## src/rtl/alu_issue_ctrl.sv

```systemverilog
// Issue stage ahead of the two-cycle registered ALU.
// Incoming requests pass through a small FIFO. At most one request per cycle
// goes to the ALU, and only while the downstream result buffer has credits.
module alu_issue_ctrl #(
  parameter int unsigned WIDTH   = 6,
  parameter int unsigned DEPTH   = 4,
  parameter int unsigned CREDITS = 4
) (
  input  logic                     clk,
  input  logic                     rst,
  input  logic                     req_vld,
  output logic                     req_rdy,
  input  logic [1:0]               req_op,
  input  logic [WIDTH-1:0]         req_a,
  input  logic [WIDTH-1:0]         req_b,
  output logic                     alu_vld,
  output logic [1:0]               alu_op,
  output logic [WIDTH-1:0]         alu_a,
  output logic [WIDTH-1:0]         alu_b,
  input  logic                     credit_ret,
  output logic [$clog2(DEPTH):0]   fifo_count,
  output logic [$clog2(CREDITS):0] credit_cnt,
  output logic                     err_illegal,
  output logic                     err_credit
);

  localparam int unsigned PTR_W = $clog2(DEPTH);
  localparam int unsigned CNT_W = $clog2(DEPTH) + 1;
  localparam int unsigned CRD_W = $clog2(CREDITS) + 1;

  localparam logic [1:0] OP_ADD = 2'd1;
  localparam logic [1:0] OP_SUB = 2'd2;
  localparam logic [1:0] OP_ILL = 2'd3;

  // Request storage. Only add and sub entries are ever written.
  logic [1:0]       mem_op [DEPTH];
  logic [WIDTH-1:0] mem_a  [DEPTH];
  logic [WIDTH-1:0] mem_b  [DEPTH];

  logic [PTR_W-1:0] wr_ptr;
  logic [PTR_W-1:0] rd_ptr;

  logic             accept_c;
  logic             push_c;
  logic             illegal_c;
  logic             issue_c;
  logic             credit_ovf_c;
  logic [CNT_W-1:0] count_nxt;
  logic [CRD_W-1:0] credit_nxt;

  // Compute the accept, push and issue decisions and the next occupancy and credit values.
  always_comb begin
    accept_c     = req_vld && req_rdy;
    push_c       = accept_c && ((req_op == OP_ADD) || (req_op == OP_SUB));
    illegal_c    = accept_c && (req_op == OP_ILL);
    issue_c      = (fifo_count != '0) && (credit_cnt != '0);
    count_nxt    = fifo_count;
    credit_nxt   = credit_cnt;
    credit_ovf_c = 1'b0;

    if (push_c && !issue_c) begin
      count_nxt = fifo_count + CNT_W'(1);
    end else if (!push_c && issue_c) begin
      count_nxt = fifo_count - CNT_W'(1);
    end

    // A credit returned this cycle only takes effect from the next cycle onward.
    if (issue_c && !credit_ret) begin
      credit_nxt = credit_cnt - CRD_W'(1);
    end else if (credit_ret && !issue_c) begin
      if (credit_cnt == CRD_W'(CREDITS)) begin
        credit_ovf_c = 1'b1;
      end else begin
        credit_nxt = credit_cnt + CRD_W'(1);
      end
    end
  end

  // Write into the FIFO storage. The contents need no reset because the pointers qualify them.
  always_ff @(posedge clk) begin
    if (push_c) begin
      mem_op[wr_ptr] <= req_op;
      mem_a[wr_ptr]  <= req_a;
      mem_b[wr_ptr]  <= req_b;
    end
  end

  // Update the pointers, counters, sticky error flags, ready flag and ALU issue registers.
  always_ff @(posedge clk) begin
    if (rst) begin
      wr_ptr      <= '0;
      rd_ptr      <= '0;
      fifo_count  <= '0;
      credit_cnt  <= CRD_W'(CREDITS);
      req_rdy     <= 1'b1;
      err_illegal <= 1'b0;
      err_credit  <= 1'b0;
      alu_vld     <= 1'b0;
      alu_op      <= '0;
      alu_a       <= '0;
      alu_b       <= '0;
    end else begin
      fifo_count <= count_nxt;
      credit_cnt <= credit_nxt;
      // The ready flag is registered from the next occupancy, so it always equals !full.
      req_rdy    <= (count_nxt != CNT_W'(DEPTH));

      if (push_c) begin
        wr_ptr <= wr_ptr + PTR_W'(1);
      end
      if (illegal_c) begin
        err_illegal <= 1'b1;
      end
      if (credit_ovf_c) begin
        err_credit <= 1'b1;
      end

      if (issue_c) begin
        rd_ptr  <= rd_ptr + PTR_W'(1);
        alu_vld <= 1'b1;
        alu_op  <= mem_op[rd_ptr];
        alu_a   <= mem_a[rd_ptr];
        alu_b   <= mem_b[rd_ptr];
      end else begin
        alu_vld <= 1'b0;
        alu_op  <= '0;
      end
    end
  end

endmodule

```

## config.mk

```make
export PLATFORM = sky130hd
export DESIGN_NAME = alu_issue_ctrl
export DESIGN_NICKNAME = d
export VERILOG_FILES = /design/src/rtl/alu_issue_ctrl.sv
export SDC_FILE = /design/constraint.sdc
export NUM_CORES = 1
export LEC_CHECK = 0
export CAP_MARGIN = 20
export CORE_MARGIN = 2
export CORE_UTILIZATION = 59
export CTS_CLUSTER_SIZE = 40
export DETAILED_ROUTE_END_ITERATION = 10
export GPL_TIMING_DRIVEN = 0
export HOLD_SLACK_MARGIN = 0.1
export PLACE_DENSITY = 0.88
export REMOVE_ABC_BUFFERS = 1
export SYNTH_ARGS = -nofsm -noshare
export SYNTH_HDL_FRONTEND = slang
export SYNTH_SLANG_ARGS = --single-unit
export TNS_END_PERCENT = 50
```

## constraint.sdc

```tcl
create_clock -name clk -period 3.6 [get_ports clk]
set_clock_uncertainty 0.05 [all_clocks]
set_input_delay 0.54 -clock clk [delete_from_list [all_inputs] [get_ports clk]]
set_output_delay 0.54 -clock clk [all_outputs]
set_load 0.01 [all_outputs]
```

; ---- Word-level counts from Yosys, hierarchy flattened
; Memory sizes are Yosys's and may differ from the RTL's. A register that Yosys moved wholly into a read port is not among the register bits.
; Index checks and enable logic that the tools add are counted.
[word_totals]
regBits = 14
latch_bits = 0
ramBits = 56
rom_bits = 0
inputBits = 18
wordCells = 52
mem_count = 3
[memory_table]
columns = name, words, width, read_ports, rd_ports_with_merged_regs, wr, line
row1 = mem_a, 4, 6, 1, 1, 1, 37  ; logic [WIDTH-1:0] mem_a [DEPTH];
row2 = mem_b, 4, 6, 1, 1, 1, 38  ; logic [WIDTH-1:0] mem_b [DEPTH];
row3 = mem_op, 4, 2, 1, 1, 1, 36  ; logic [1:0] mem_op [DEPTH];
[classes]
add_sub_neg = 6
mul = 0
div = 0
magnitude_cmp = 0
eq_ne = 6
n_shift = 0
mux = 11
bitwise = 1
n_reduce_logical = 17
[op_table]
columns = op, n
row1 = 2-to-1 mux 3 bit, 5
row2 = logical AND 1 bit, 8
row3 = adder 3 x 1 -> 3 bit (second input constant), 2
row4 = 2-to-1 mux 1 bit, 6
row5 = nonzero test 3 bit, 2
row6 = subtractor 3 x 1 -> 3 bit (second input constant), 2
row7 = adder 2 x 1 -> 2 bit (second input constant), 2
row8 = equality test 2 bit (second input constant), 2
row9 = equality test 3 bit (second input constant), 1
row10 = logical NOT 1 bit, 3
row11 = inequality test 3 bit (second input constant), 1
row12 = equality test 2 x 1 -> 1 bit (second input constant), 1
row13 = inequality test 2 bit (second input constant), 1
row14 = AND reduction 2 bit, 1
row15 = nonzero test 2 bit, 1
row16 = OR reduction 2 bit, 1
row17 = logical OR 1 bit, 1
row18 = NOT 1 bit, 1

; ---- Longest topological paths before layout
[logic_depth]
depth_word = 8
mapped_depth = 12
ltp_nobuf = 11

; ---- Least setup slack after synthesis
; Ideal clock, no wire load.
[synth_path]
path_type = reg2reg
start = register fifo_count[0]
end = register credit_cnt[2]
setup_ns = 0.145
arrival_ns = 2.312
path_slack_ns = 1.093
stages_incl_launch_ff = 13
path_buffers = 1
synth_period_minus_slack_ns = 2.507
cell_sequence = dfxtp_1 inv_1 ha_1 and2b_4 nor2_4 buf_4 ha_1 xor2_1 ha_1 a21oi_1 xor2_1 o31ai_1 o311ai_0
[synth_between]
elab_chain_cells = 6
elab_cells_between_ends = 9
cone_classes = 1 x eq/ne / 1 x mux / 7 x reduce/logical
[synth_rtl]
columns = item, line
row1 = "start, declared", 21  ; output logic [$clog2(DEPTH):0] fifo_count,
row2 = "start signal, assigned", 103  ; fifo_count <= count_nxt;
row3 = nonzero test 3 bit *, 56  ; issue_c = (fifo_count != '0) && (credit_cnt != '0);
row4 = logical AND 1 bit *, 56
row5 = net issue_c, 46  ; logic issue_c;
row6 = logical NOT 1 bit, 70  ; end else if (credit_ret && !issue_c) begin
row7 = logical AND 1 bit, 70
row8 = nonzero test 2 bit (no source line), --
row9 = AND reduction 2 bit (no source line), --
row10 = "end signal, assigned", 94  ; credit_cnt <= CRD_W'(CREDITS);
row11 = "end signal, assigned", 104  ; credit_cnt <= credit_nxt;
row12 = "end, declared", 22  ; output logic [$clog2(CREDITS):0] credit_cnt,
; Mark *: on every way through the listed nets, which the timed path passes. The rest lies on a longest branch.
; A chain may end at the register's enable or synchronous reset.

; ---- Worst setup path in the final report
[layout_path]
start = register fifo_count[0]
end = register credit_cnt[2]
[layout_between]
elab_chain_cells = 6
elab_cells_between_ends = 9
cone_classes = 1 x eq/ne / 1 x mux / 7 x reduce/logical
[layout_rtl]
columns = item, line
row1 = nonzero test 3 bit *, 56
row2 = logical AND 1 bit *, 56
row3 = logical NOT 1 bit, 70
row4 = logical AND 1 bit, 70
row5 = nonzero test 2 bit (no source line), --
row6 = AND reduction 2 bit (no source line), --
; Mark *: on every way between the ends. The rest lies on a longest branch, timed or not.

==> run metrics <==
Syn Area/Cell=around 15 um2; Final min period=2.78 ns; gr ovfl total=0; NetSw=0.00100 W; Max transition margin=50.0%; power density cells=782 nW/um2; Sw Share=between 30% and 40%; cell class contributing the biggest share of worst-path delay=adder cells; Place WS=approximately 0.68 ns; kind of start point of the critical path=flip-flop; CTS clk-pin slew, worst paths=about 0.080 ns; register bit count reported by yosys=84; worst r2r dst=credit_cnt[2]; Finished Layout Cells=345; hold depth=2; VDD IR-drop max=387 uV; initial antenna violation count=0; cell chain of the critical path=inv_1 -> ha_1 -> and2b_4 -> nor2_4 -> ha_1 -> xor2_1 -> ha_1 -> a21oi_1 -> xor2_1 -> o31ai_1 -> o311ai_0; Area growth syn-to-layout=20.4%; Clock Tree Buf Depth=2; Buffers on Ports=41; Reg2Reg Setup Slack=0.82 ns; # hold bufs at CTS=0; IO Pins=42; slowest stage cell on the critical path=dfxtp_1; Fin. Hold Viols=0; Num CTS Buffers=9; final WL=5720 um; Comb pwr share=around 34%; RSZ-0062 raised after global routing=false; period utilization=between 70% and 80%; CTS sink cnt=84; Remaining DRCs=0; worst path bufs/invs=1; first-pass GRT wire length=9170 um; Initial Util=a little over 60%; Setup TNS=0 ns; die height=80.2 um; fraction of layout instances using a drive strength above 1=20.1%; Die ar.=6430 um2; Ys Warns=0; Post-synth ARST share=0%; Hold Path Class=flip-flop to flip-flop; mapped cell area=3420 um2; Compound-Gate Fraction of Synth Area=5.96%; cell-internal power=0.00222 W; Antenna Nets Post-Route=0; gpl congestion=0.752; reg2reg path depth=11; Total GRT Usage=19.6%; die width=80.2 um; CTS tree=done; most used cell, CP=ha_1; Synth Area in Adders=4.38%; largest family of logic cells by synthesized area=simple AND/OR/NAND/NOR gates; Crit Path Max Fanout=18; fin util=74.4%; setup repair bufs after CTS=0; Final Worst Setup Slack=0.821 ns; ANT cells=0; LEAKAGE=~1.4 nW; fmax=0.360 GHz; Root Driver=clkbuf_8; EDFF count, synth=56; Placed Area=3850 um2; Worst R2R Start=fifo_count[0]; vias in the first global route=approximately 1.9k; Crit path largest cell delay=0.45 ns; Unique masters post-synth=44; CP endpoint kind=flip-flop; largest net degree at the start of global routing=26; status=finished, final reports clean; Clk pwr share=23.9%; Min-Delay Endpoint=alu_a[3]; Placed Cells=around 330; Slew @ Worst Pin=0.750 ns; row count=27; HP Start=alu_a[3]; post-cts repair resize count=0; Syn Inst Count=224; post-DR vias/cell=5.59; H-tree Lvls=3; Simple-Gate Fraction of Synth Area=between 10 and 15%; multiplexer area fraction after synthesis=9.21%; core area=5540 um2; HPWL Detailed=3570 um; Crit Path Category=flip-flop to flip-flop; Sequential Power Share=41.7%; 1st-iter DRT viols=130; vias=about 1.9k; Post-Synth XOR/XNOR Area=under 10%; Crit path arrival time=2.93 ns; dominant synthesized flop cell=edfxtp_1; final instance area=between 4000 and 5000 um2; Seq/Total Area, Yosys=65.5%; Wirelength per Cell=16.6 um; max_cap viols=0; final setup violation count=0; Worst Path Required=about 3.8 ns; fin nets=299; Clk Latency, worst-skew pair=0.34 ns; drt pass-1 iters=5; Slew Viols, Final=0
-- sequential cells by signal (all words and copies together) (netlist names), 3 cells and up --
signal,count
mem_b,24
credit_cnt,3
alu_b,6
alu_a,6
mem_op,8
mem_a,24
fifo_count,3
-- through the flow --
stage,hold slack (ns),total power [W]
floorplan,0.413,0.00204
detailed placement,0.402,0.00245
finish,0.410,0.00322
global placement,0.401,0.00242
CTS,0.414,0.00322
global route,0.426,0.00341
-- tightest hold or removal path: stages (launching register included) --
cell	delay (ns)
dfxtp_1	0.32
nand2_2	0.06
a21oi_2	0.04
-- worst max-delay path by stage --
stage          slack (ns)     startpoint             to  cells past startpoint
2_1_floorplan        1.11  fifo_count[0]  credit_cnt[2]                     11
3_3_place_gp         0.73      req_op[0]    mem_a[0][2]                      4
3_5_place_dp         0.68      req_op[0]    mem_b[0][4]                      4
4_1_cts              0.85  fifo_count[0]  credit_cnt[2]                     11
5_1_grt              0.62  fifo_count[0]  credit_cnt[2]                     11
6_report             0.82  fifo_count[0]  credit_cnt[2]                     11
-- layout by cell type (no fill, tap or decap), types with 2 or more instances in the layout --
| master | Yosys | layout |
|---|---|---|
| a211oi_1 | 2 | 2 |
| a21oi_1 | 9 | 9 |
| a21oi_2 | 8 | 8 |
| and2_1 | 4 | 4 |
| and3_1 | 3 | 3 |
| bufinv_16 | 0 | 3 |
| clkbuf_1 | 2 | 2 |
| clkbuf_8 | 0 | 9 |
| clkdlybuf4s50_1 | 0 | 41 |
| dfxtp_1 | 28 | 28 |
| edfxtp_1 | 56 | 56 |
| ha_1 | 12 | 12 |
| inv_1 | 7 | 7 |
| mux4_2 | 14 | 14 |
| nand2_1 | 22 | 22 |
| nand2_2 | 8 | 8 |
| nand3_1 | 2 | 2 |
| nor2_1 | 9 | 9 |
| nor3_1 | 2 | 2 |
| o22ai_1 | 2 | 2 |
| xnor2_1 | 3 | 3 |
| xor2_1 | 3 | 3 |
-- power by group through the flow --
stage                     clock network (W)  registers (W)  logic (W)
after detailed placement                  0        0.00139    0.00105
after global routing               0.000816        0.00137    0.00122
final                              0.000770        0.00134    0.00111
after floorplan                           0        0.00141   0.000628
after global placement                    0        0.00139    0.00103
after CTS                          0.000780        0.00137    0.00106
-- cell families (layout without fill, tap and decap cells) --
group,count (synthesis),count (layout)
AOI/OAI and AO/OA,28,28
xor gates and xnor gates,6,6
adders and majority gates,12,12
buffers and inverters,17,66
DFF,84,84
muxes,14,14
and+or+nand+nor,63,63
-- metal layers --
| metal | track usage [%] | share of wire, % |
|---|---|---|
| met1 | 23.8 | 42 |
| met2 | 32.9 | 52 |
| met3 | 5.62 | 4.2 |
| met4 | 8.14 | 1.9 |
| met5 | 0 | 0 |
-- cell usage after synthesis (2+ instances only) --
library cell	instances	share of area [%]
xnor2_1	3	0.77
a21oi_2	8	2.0
nand2_1	22	2.4
ha_1	12	4.4
inv_1	7	0.77
clkbuf_1	2	0.22
and3_1	3	0.55
o22ai_1	2	0.37
nand2_2	8	1.5
buf_6	3	0.99
mux4_2	14	9.2
nor2_1	9	0.99
and2_1	4	0.73
nand3_1	2	0.29
nor3_1	2	0.29
a21oi_1	9	1.3
dfxtp_1	28	16
xor2_1	3	0.77
buf_4	2	0.44
edfxtp_1	56	49
a211oi_1	2	0.44
-- layout make-up --
cell class | instances | area [um2]
clock buffers | 11 | 131
fillers | 340 | 1420
multi-input cells | 123 | 1070
well taps | 72 | 90.1
repair buffers | 43 | 453
flip-flops and latches | 84 | 2240
clock inverters | 4 | 98.8
inverters | 8 | 32.5
(Power assumes the default switching activity.)
==> variant (same flow settings) <==
Put one more register stage on the output `fifo_count`, without a reset. The value now appears one clock later. The other outputs are not delayed to match.
--- a/src/rtl/alu_issue_ctrl.sv
+++ b/src/rtl/alu_issue_ctrl.sv
@@ -33,4 +33,6 @@
   localparam logic [1:0] OP_ILL = 2'd3;
 
+  logic [$clog2(DEPTH):0] fifo_count_s0;
+
   // Request storage. Only add and sub entries are ever written.
   logic [1:0]       mem_op [DEPTH];
@@ -54,13 +56,13 @@
     push_c       = accept_c && ((req_op == OP_ADD) || (req_op == OP_SUB));
     illegal_c    = accept_c && (req_op == OP_ILL);
-    issue_c      = (fifo_count != '0) && (credit_cnt != '0);
-    count_nxt    = fifo_count;
+    issue_c      = (fifo_count_s0 != '0) && (credit_cnt != '0);
+    count_nxt    = fifo_count_s0;
     credit_nxt   = credit_cnt;
     credit_ovf_c = 1'b0;
 
     if (push_c && !issue_c) begin
-      count_nxt = fifo_count + CNT_W'(1);
+      count_nxt = fifo_count_s0 + CNT_W'(1);
     end else if (!push_c && issue_c) begin
-      count_nxt = fifo_count - CNT_W'(1);
+      count_nxt = fifo_count_s0 - CNT_W'(1);
     end
 
@@ -91,5 +93,5 @@
       wr_ptr      <= '0;
       rd_ptr      <= '0;
-      fifo_count  <= '0;
+      fifo_count_s0 <= '0;
       credit_cnt  <= CRD_W'(CREDITS);
       req_rdy     <= 1'b1;
@@ -101,5 +103,5 @@
       alu_b       <= '0;
     end else begin
-      fifo_count <= count_nxt;
+      fifo_count_s0 <= count_nxt;
       credit_cnt <= credit_nxt;
       // The ready flag is registered from the next occupancy, so it always equals !full.
@@ -129,4 +131,8 @@
   end
 
+  always_ff @(posedge clk) begin
+    fifo_count <= fifo_count_s0;
+  end
+
 endmodule
 
Check against the original RTL: not equivalent (a bounded check fails within 4 cycles, from zero or initial values and one cycle with rst high).
==> variant against the original RTL <==
First-iteration DRC count is 19% lower; total power hardly changed; cell area is 1.2% higher; worst setup slack better by 0.034 ns; synthesized area is 1.8% higher; sequential share of layout area is 0.80 points higher; via count is 1.6% higher; non-clock buffer count stayed put; count of clock-buffer cells in the layout stayed put; sequential power is 4% higher; wire length is 5.0% higher; sequential cell count is 3 higher.
==> variant: results (changes against the original RTL) <==
- Post-CTS setup buffer count: 0 (unchanged)
- Worst setup path startpoint: fifo_count_s0[0]$_SDFF_PP0_ (was fifo_count[0]$_SDFF_PP0_)
- Hpwl dp: 3.937 mm (was 3.567 mm)
- GRT Util Overall: 0.2064 (was 0.1961)
- Nets: 302 (was 299)
- Sequential share of the synthesized area: 0.6607 (was 0.6547)
- Cell count of the worst reg-to-reg path: 11 (unchanged)
- Clock Pin Slew Worst Setup and Hold Paths: 0.09 ns
- Pleak: 0.001441 uW (was 0.001421 uW)
- Largest net degree at the start of global routing: 21 (was 26)
- CP max-delay cell: dfxtp_1 (unchanged)
- M3 GR Usage: 0.03556 (was 0.05618)
- Top sig layer: met4 (unchanged)
- Synth Area in XOR/XNOR: 0.01508 (was 0.01535)
- Top cells by area, synth: edfxtp_1 (48%), dfxtp_1 (18%), mux4_2 (9.0%) (was edfxtp_1 (49%), dfxtp_1 (16%), mux4_2 (9.2%))
- Yosys cell types: 44 (unchanged)
- Multiplexer share of the synthesized area: 0.09048 (was 0.09207)
- Crit Path Max Fanout: 18 (unchanged)
- Worst hold path depth: 0 (was 2)
- Worst vdd ir: 0.0004433 V (was 0.0003874 V)
- Fraction of registers with async set/reset: 0 (unchanged)
- Hold path start: fifo_count_s0[2]$_SDFF_PP0_ (was alu_a[3]$_SDFFE_PP0N_)
- Gpl congestion: 0.8447 (was 0.7520)
- Commonest cells in the synthesized netlist: edfxtp_1 (56), dfxtp_1 (31), nand2_1 (22) (was edfxtp_1 (56), dfxtp_1 (28), nand2_1 (22))
- Via count: 1960 (was 1929)
- Placed cells: 332 (was 328)
- First-pass GRT wire length: 9.694 mm (was 9.170 mm)
- Met1 usage: 0.2560 (was 0.2385)
- Top FF cell, synth: edfxtp_1 (unchanged)
- GR Util met2: 0.3512 (was 0.3292)
- Drt first pass iters: 4 (was 5)
- Fmax: 0.3642 GHz (was 0.3598 GHz)
- WL met3: 296 microns (was 239 microns)
- Clock root cell: clkbuf_8 (unchanged)
- Area share of fa/ha/maj cells after synthesis: 0.04309 (was 0.04384)
- Avg Inst Size Synth: 15.35 sq um (was 15.29 sq um)
- Arrival @ worst endpoint: 2.91 ns (was 2.93 ns)
- DR WL met2: 3.033 mm (was 2.988 mm)
- Place WS: 0.7086 ns (was 0.6776 ns)
- DRT iter0 DRCs: 105 (was 130)
- Final WL: 6.011 mm (was 5.723 mm)
- Hold Crit Endpoint: fifo_count[2]$_DFF_P_ (was alu_a[3]$_SDFFE_PP0N_)
- Minimum hold slack: 0.3680 ns (was 0.4104 ns)
- Metal-1 WL: 2.561 mm (was 2.384 mm)
- Compound-Gate Fraction of Synth Area: 0.05853 (was 0.05955)
- Layout cells sized above 1: 0.2058 (was 0.2015)
- Outcome: complete, no violations (unchanged)
- Tightest Pin Transition: 0.7858 ns (was 0.7502 ns)
- Setup slack, reg-to-reg: 0.85 ns (was 0.82 ns)
- Routed WL per cell: 17.22 microns (was 16.59 microns)
[variant: cell count changes in the layout (fill, tap and decap cells not counted), sizes merged]
cell / unedited run / this run
clkinv: 1 / 2
inv: 8 / 9
dfxtp: 28 / 31
clkinvlp: 0 / 1
bufinv: 3 / 1
[variant: layout make-up]
| class | count | area [sq um] |
|---|---|---|
| Clock buffer | 11 | 151.4 |
| Tap cell | 72 | 90.09 |
| Timing Repair Buffer | 43 | 465.4 |
| Clock inverter | 5 | 55.05 |
| Inverter | 8 | 32.53 |
| Sequential cell | 87 | 2302 |
| Multi-Input combinational cell | 123 | 1074 |
| Fill cell | 378 | 1438 |
[variant: stage by stage]
step | utilization | area (sq um)
5_1_grt | 0.7436 | 4170
3_5_place_dp | 0.7019 | 3936
4_1_cts | 0.7387 | 4143
6_report | 0.7436 | 4170
3_3_place_gp | 0.6970 | 3909
2_1_floorplan | - | 3408
[variant: where the power goes]
group          switching [uW]  total, uW  internal (uW)  leakage (uW)
registers                 159       1400           1240      0.000764
clock network             335        693            358      0.000103
logic                     553       1130            580      0.000573
total                    1050       3220           2180       0.00144
[variant: logic make-up after synthesis]
family                   count (synthesis)
XOR/XNOR                                 6
buffers and inverters                   17
AO/OA/AOI/OAI                           28
AND/OR/NAND/NOR                         63
multiplexers                            14
flip-flops                              87
adder cells (fa/ha/maj)                 12
[variant: worst max-delay path: cells and delay by family, from the launching register on]
kind	cells	cell delay [ns]
adder cells (fa/ha/maj)	3	0.70
XOR/XNOR	2	0.33
AO/OA/AOI/OAI	3	0.39
AND/OR/NAND/NOR	2	0.59
flip-flops	1	0.44
buffers and inverters	1	0.11
